===== config.mk =====
export PLATFORM = sky130hd
export DESIGN_NAME = pwm_sine_sequencer
export DESIGN_NICKNAME = d
export VERILOG_FILES = /design/src/rtl/pwm_pkg.sv /design/src/rtl/pwm_sine_sequencer_tick_div.sv /design/src/rtl/pwm_sine_sequencer.sv
export SDC_FILE = /design/constraint.sdc
export NUM_CORES = 1
export LEC_CHECK = 0
export CAP_MARGIN = 25
export CORE_ASPECT_RATIO = 0.6
export CORE_MARGIN = 2
export CORE_UTILIZATION = 55
export DETAILED_ROUTE_END_ITERATION = 8
export GPL_TIMING_DRIVEN = 0
export MAX_ROUTING_LAYER = met4
export PLACE_DENSITY = 0.77
export SYNTH_ARGS = -nofsm -noshare
export SYNTH_HDL_FRONTEND = slang
export SYNTH_HIERARCHICAL = 1
export SYNTH_SLANG_ARGS = --single-unit
export TNS_END_PERCENT = 5

===== constraint.sdc =====
create_clock -name clk -period 13.3 [get_ports clk]
set_input_delay 2.66 -clock clk [delete_from_list [all_inputs] [get_ports clk]]
set_output_delay 2.66 -clock clk [all_outputs]
set_load 0.005 [all_outputs]

===== src/rtl/pwm_pkg.sv =====
// pwm_pkg: shared state encoding and sine-table geometry for the PWM datapath
package pwm_pkg;
  typedef enum logic [1:0] {IDLE = 2'd0, RUN = 2'd1, GAP = 2'd2} state_e;
  localparam int DEF_THETA_W   = 10;
  localparam int DEF_THETA_MAX = 88;
endpackage


===== src/rtl/pwm_sine_sequencer_tick_div.sv =====
// pwm_tick_div: programmable divider that counts 0..div_i-1 and pulses tick_o on the last count
module pwm_tick_div #(
  parameter int W = 32
) (
  input  logic         clk,
  input  logic         rst_n,
  input  logic         clr_i,
  input  logic         en_i,
  input  logic [W-1:0] div_i,
  output logic         tick_o
);
  logic [W-1:0] cnt_q;
  assign tick_o = en_i && cnt_q == div_i - W'(1);
  always_ff @(posedge clk)
    if (!rst_n || clr_i) cnt_q <= '0;
    else if (en_i) cnt_q <= tick_o ? '0 : cnt_q + W'(1);
endmodule


===== src/rtl/pwm_sine_sequencer.sv =====
// pwm_sine_sequencer: start/stop FSM stepping the sine phase index in bursts of sweeps with idle gaps
module pwm_sine_sequencer import pwm_pkg::*; #(
  parameter int THETA_W   = DEF_THETA_W,
  parameter int THETA_MAX = DEF_THETA_MAX,
  parameter int DIV_W     = 32,
  parameter int CNT_W     = 16
) (
  input  logic               clk,
  input  logic               rst_n,
  input  logic               start,
  input  logic               stop,
  input  logic [DIV_W-1:0]   step_div,
  input  logic [CNT_W-1:0]   sweep_count,
  input  logic [DIV_W-1:0]   gap_cycles,
  input  logic               repeat_en,
  output logic [THETA_W-1:0] theta,
  output logic               pwm_en,
  output logic               busy,
  output logic               burst_done,
  output logic [1:0]         state_o
);
  state_e             state_q;
  logic [THETA_W-1:0] theta_q;
  logic               pwm_q, busy_q, done_q, rep_q;
  logic [CNT_W-1:0]   sweeps_q, sweep_n_q;
  logic [DIV_W-1:0]   div_q, gap_q;
  logic               step_tick, gap_tick, last_theta, sweep_end;

  assign last_theta = theta_q == THETA_W'(THETA_MAX);
  assign sweep_end  = sweep_n_q != '0 && sweeps_q + CNT_W'(1) == sweep_n_q;
  assign theta      = theta_q;
  assign pwm_en     = pwm_q;
  assign busy       = busy_q;
  assign burst_done = done_q;
  assign state_o    = state_q;

  pwm_tick_div #(.W(DIV_W)) u_step (
    .clk(clk), .rst_n(rst_n), .clr_i(state_q != RUN), .en_i(state_q == RUN),
    .div_i(div_q), .tick_o(step_tick)
  );

  pwm_tick_div #(.W(DIV_W)) u_gap (
    .clk(clk), .rst_n(rst_n), .clr_i(state_q != GAP), .en_i(state_q == GAP),
    .div_i(gap_q), .tick_o(gap_tick)
  );

  always_ff @(posedge clk)
    if (!rst_n) begin
      state_q   <= IDLE;
      theta_q   <= '0;
      pwm_q     <= 1'b0;
      busy_q    <= 1'b0;
      done_q    <= 1'b0;
      rep_q     <= 1'b0;
      sweeps_q  <= '0;
      sweep_n_q <= '0;
      div_q     <= '0;
      gap_q     <= '0;
    end else begin
      done_q <= 1'b0;
      // stop overrides everything, including a sweep ending this cycle
      if (state_q != IDLE && stop) begin
        state_q <= IDLE;
        theta_q <= '0;
        pwm_q   <= 1'b0;
        busy_q  <= 1'b0;
      end else
        case (state_q)
          IDLE:
            if (start && !stop) begin
              state_q   <= RUN;
              theta_q   <= '0;
              pwm_q     <= 1'b1;
              busy_q    <= 1'b1;
              sweeps_q  <= '0;
              div_q     <= step_div == '0 ? DIV_W'(1) : step_div;
              sweep_n_q <= sweep_count;
              gap_q     <= gap_cycles;
              rep_q     <= repeat_en;
            end
          RUN:
            if (step_tick) begin
              if (!last_theta) theta_q <= theta_q + THETA_W'(1);
              else begin
                theta_q <= '0;
                if (sweep_end) begin
                  done_q   <= 1'b1;
                  sweeps_q <= '0;
                  if (!rep_q) begin
                    state_q <= IDLE;
                    pwm_q   <= 1'b0;
                    busy_q  <= 1'b0;
                  end else if (gap_q != '0) begin
                    state_q <= GAP;
                    pwm_q   <= 1'b0;
                  end
                end else sweeps_q <= sweeps_q + CNT_W'(sweeps_q != '1);
              end
            end
          GAP:
            if (gap_tick) begin
              state_q <= RUN;
              pwm_q   <= 1'b1;
            end
          default: state_q <= IDLE;
        endcase
    end
endmodule


==> impl_metrics.tcl <==
set metrics [dict create \
    drive_gt1_frac 0.1179 \
    finalHoldViolations 0 \
    cts.sinks 176 \
    antenna_cells 0 \
    ir_drop_mv 0.09280 \
    fp.dieH_microns 112.5 \
    crit_path_max_incr_delay_ns 0.74 \
    ant_nets 0 \
    period_minus_slack_ns 5.451 \
    synth_common_cells "nand2_1, dfxtp_1, xor2_1, nor2_1, xnor2_1" \
    area_growth_syn_to_layout_pct 17.92 \
    worstSetupPathType "flip-flop to flip-flop" \
    track_usage 0.3017 \
    fin_area_sq_um 12720 \
    fin_tns_setup_ns 0 \
    post_dp_cell_area_sq_um 12130 \
    grt_overflow 0 \
    grt_pass1_wl_mm 48.49 \
    cts_tree "done" \
    detail_route.vias_per_cell 5.852 \
    syn_inst 1327 \
    synth_warnings 6 \
    cp-end-kind "flip-flop" \
    io_pins 100 \
    cp-start-kind "flip-flop" \
    synth_top_area_frac 0.3266 \
    critPathArrivalTime_ns 5.78 \
    async_flop_share 0 \
    swShare 0.2958 \
    die_w_microns 184.8 \
    rsz0062_at_grt "false" \
    skew_ns 0.007701 \
    tightest_slew_ns 0.8693 \
    critPathMostFrequentCell "or3_1" \
    worstPathMaxFanout 9 \
    r2r_slack_ns 7.85 \
    fillers 1650 \
    drt_first_pass_iters 5 \
    first_global_vias 9220 \
    synth_edf_count 0 \
    grt_max_degree 17 \
    ctsHoldBuffers 0 \
    avgRoutedWirePerCell_microns 17.33 \
    yosysUniqueCellTypes 81 \
    pwr-share-clk 0.377 \
    synth_ff_type "dfxtp_1" \
    routed_wl_mm 29.90 \
    ys_seq_area_frac 0.3266 \
    cp_cell_sequence "clkbuf_1 -> inv_1 -> ha_1 -> buf_2 -> nor2b_1 -> or3_1 -> a31o_2 -> a2111o_1 -> or3_1 -> nor4bb_1 -> nor4b_1 -> nand3_2 -> a211oi_2 -> nand4_1 -> nor4_1 -> xnor2_1 -> nor2_1" \
    cts_made_buffers 17 \
    finalCritPeriodShare 0.4098 \
    cts_resized 0 \
    cts_buffer_depth 2 \
    routabilityCongestion 0.9578 \
    cap_violations 0 \
    ys_ff_latch 176 \
    drc 0 \
    dp_hpwl_mm 22.67 \
    syn_nets 1421 \
    required_ns 13.63 \
    num_rows 39 \
    intPower_mw 0.9501 \
    core_area_sq_um 19130 \
    die_area_sq_um 20790 \
    htreeDepth 4 \
    p_comb_frac 0.200 \
    vias 10100 \
    synth_area_sq_um 10790 \
    maxClockFrequency_mhz 183.5 \
    port_buffers 99 \
    status "finished clean" \
    drv_slew 0 \
    avgSynthCellArea_sq_um 8.129 \
    setup_violations 0 \
    clk_pin_slew_ns 0.07 \
    cts_setup_buffers 0 \
    yosysMostFrequentCell "nand2_1" \
    cpMaxStageDelayCell "nor4b_1" \
    holdCritPathClass "flip-flop to flip-flop" \
    power_leakage_nw 4.271 \
    clk_latency_ns 0.44 \
    power.density_nw_per_um2 106.1 \
    antenna_found_initial 0 \
    relSlewSlack 0.4123 \
    yosys-top-cells-area "dfxtp_1, nand2_1, xor2_1, xnor2_1, a21boi_0" \
    seqPwrFrac 0.423 \
    cts_root_buffer "clkbuf_16" \
    nNetsFinal 1540 \
    synth_area_leader_cell "dfxtp_1" \
    start_util 0.5640 \
    first_iter_violations 825 \
    switching_power_mw 0.3990 \
    final_util 0.6650 \
]
==> sequential cells by signal, summed over array words and instances (netlist names) <==
name,flops
div_q,32
gap_q,32
u_gap/cnt_q,32
u_step/cnt_q,32
sweep_n_q,16
sweeps_q,16
theta,10
state_o,2
burst_done,1
busy,1
pwm_en,1
rep_q,1
==> cells in the final DEF, fill, tap and decap left out, drive strengths merged, types with 5 or more instances in the layout <==
cell           instances
or4                   11
and2                   7
o2111ai                6
clkinv                 7
nor2b                  8
buf                   14
and4                  10
xor2                  86
nor3                  34
clkbuf                63
nand2                259
nor3b                  7
nor2                 145
o32ai                  5
nor4b                 11
a21boi                86
o21ai                 18
clkdlybuf4s50         99
nand2b                 7
dfxtp                176
and3                  16
or3                   13
nand4                 44
inv                   24
nand3                 41
nand3b                 8
ha                     9
xnor2                 85
a31oi                 12
or2                    6
nor4                  48
a21oi                 15
nand4b                10
o31ai                  5
==> worst max-delay path: cells and delay by family, from the launching register on <==
| family | cells | cell delay (ns) |
|---|---|---|
| compound gates | 3 | 1.23 |
| xor+xnor | 1 | 0.16 |
| fa+ha+maj | 1 | 0.20 |
| buf+inv | 3 | 0.59 |
| flops | 1 | 0.32 |
| simple gates | 9 | 2.82 |
==> through the flow <==
step | setup slack (ns) | std cells | hold WS (ns) | power (mW)
final | 7.849 | 1725 | 0.4992 | 1.349
after global placement | 7.595 | 1692 | 0.4801 | 0.8351
after detailed placement | 7.996 | 1693 | 0.4904 | 0.8423
after CTS | 7.946 | 1725 | 0.4997 | 1.348
after floorplan | 8.712 | 1327 | 0.4551 | 0.7531
after global routing | 7.456 | 1725 | 0.5207 | 1.402
==> power groups by stage <==
stage          combinational [mW]  sequential [mW]  clock (mW)
2_1_floorplan               0.182            0.572           0
6_report                    0.269            0.571       0.509
5_1_grt                     0.294            0.573       0.535
4_1_cts                     0.263            0.569       0.516
3_3_place_gp                0.255            0.580           0
3_5_place_dp                0.261            0.581           0
==> area by class of cell <==
type                    instances  area (sq um)  area share
multi-input cells            1073          6887      0.5414
flip-flops and latches        176          3523      0.2770
repair buffers                100          1002     0.07878
clock buffers                  21         460.4     0.03620
well taps                     266         332.8     0.02616
plain buffers                  55         296.5     0.02331
clock inverters                11         132.6     0.01043
inverters                      23         86.33    0.006787
==> worst paths after layout <==
check	start	to	depth (start not counted)
setup / recovery	div_q[0]	sweeps_q[14]	17
hold / removal	sweep_n_q[1]	sweep_n_q[1]	2
setup reg to reg	div_q[0]	sweeps_q[14]	17
hold reg to reg	sweep_n_q[1]	sweep_n_q[1]	2
==> cell families (layout without fill, tap and decap cells) <==
family,Yosys count,in the layout,synth area share
simple gates,699,699,0.3485
fa+ha+maj,9,9,0.01044
flops,176,176,0.3266
mux,5,5,0.004871
compound gates,189,189,0.1352
xor+xnor,171,171,0.1388
buf+inv,78,210,0.03549
==> layer usage <==
metal / up-vias / part of all wire / GRT usage / routed length [microns]
li1: 4895 / - / - / -
met1: 4769 / 0.52 / 0.4651 / 15480
met2: 393 / 0.38 / 0.3895 / 11490
met3: 38 / 0.083 / 0.05840 / 2472
met4: 0 / 0.015 / 0.08466 / 455
met5: - / 0 / - / 0
Power figures use the tool's default switching activity.
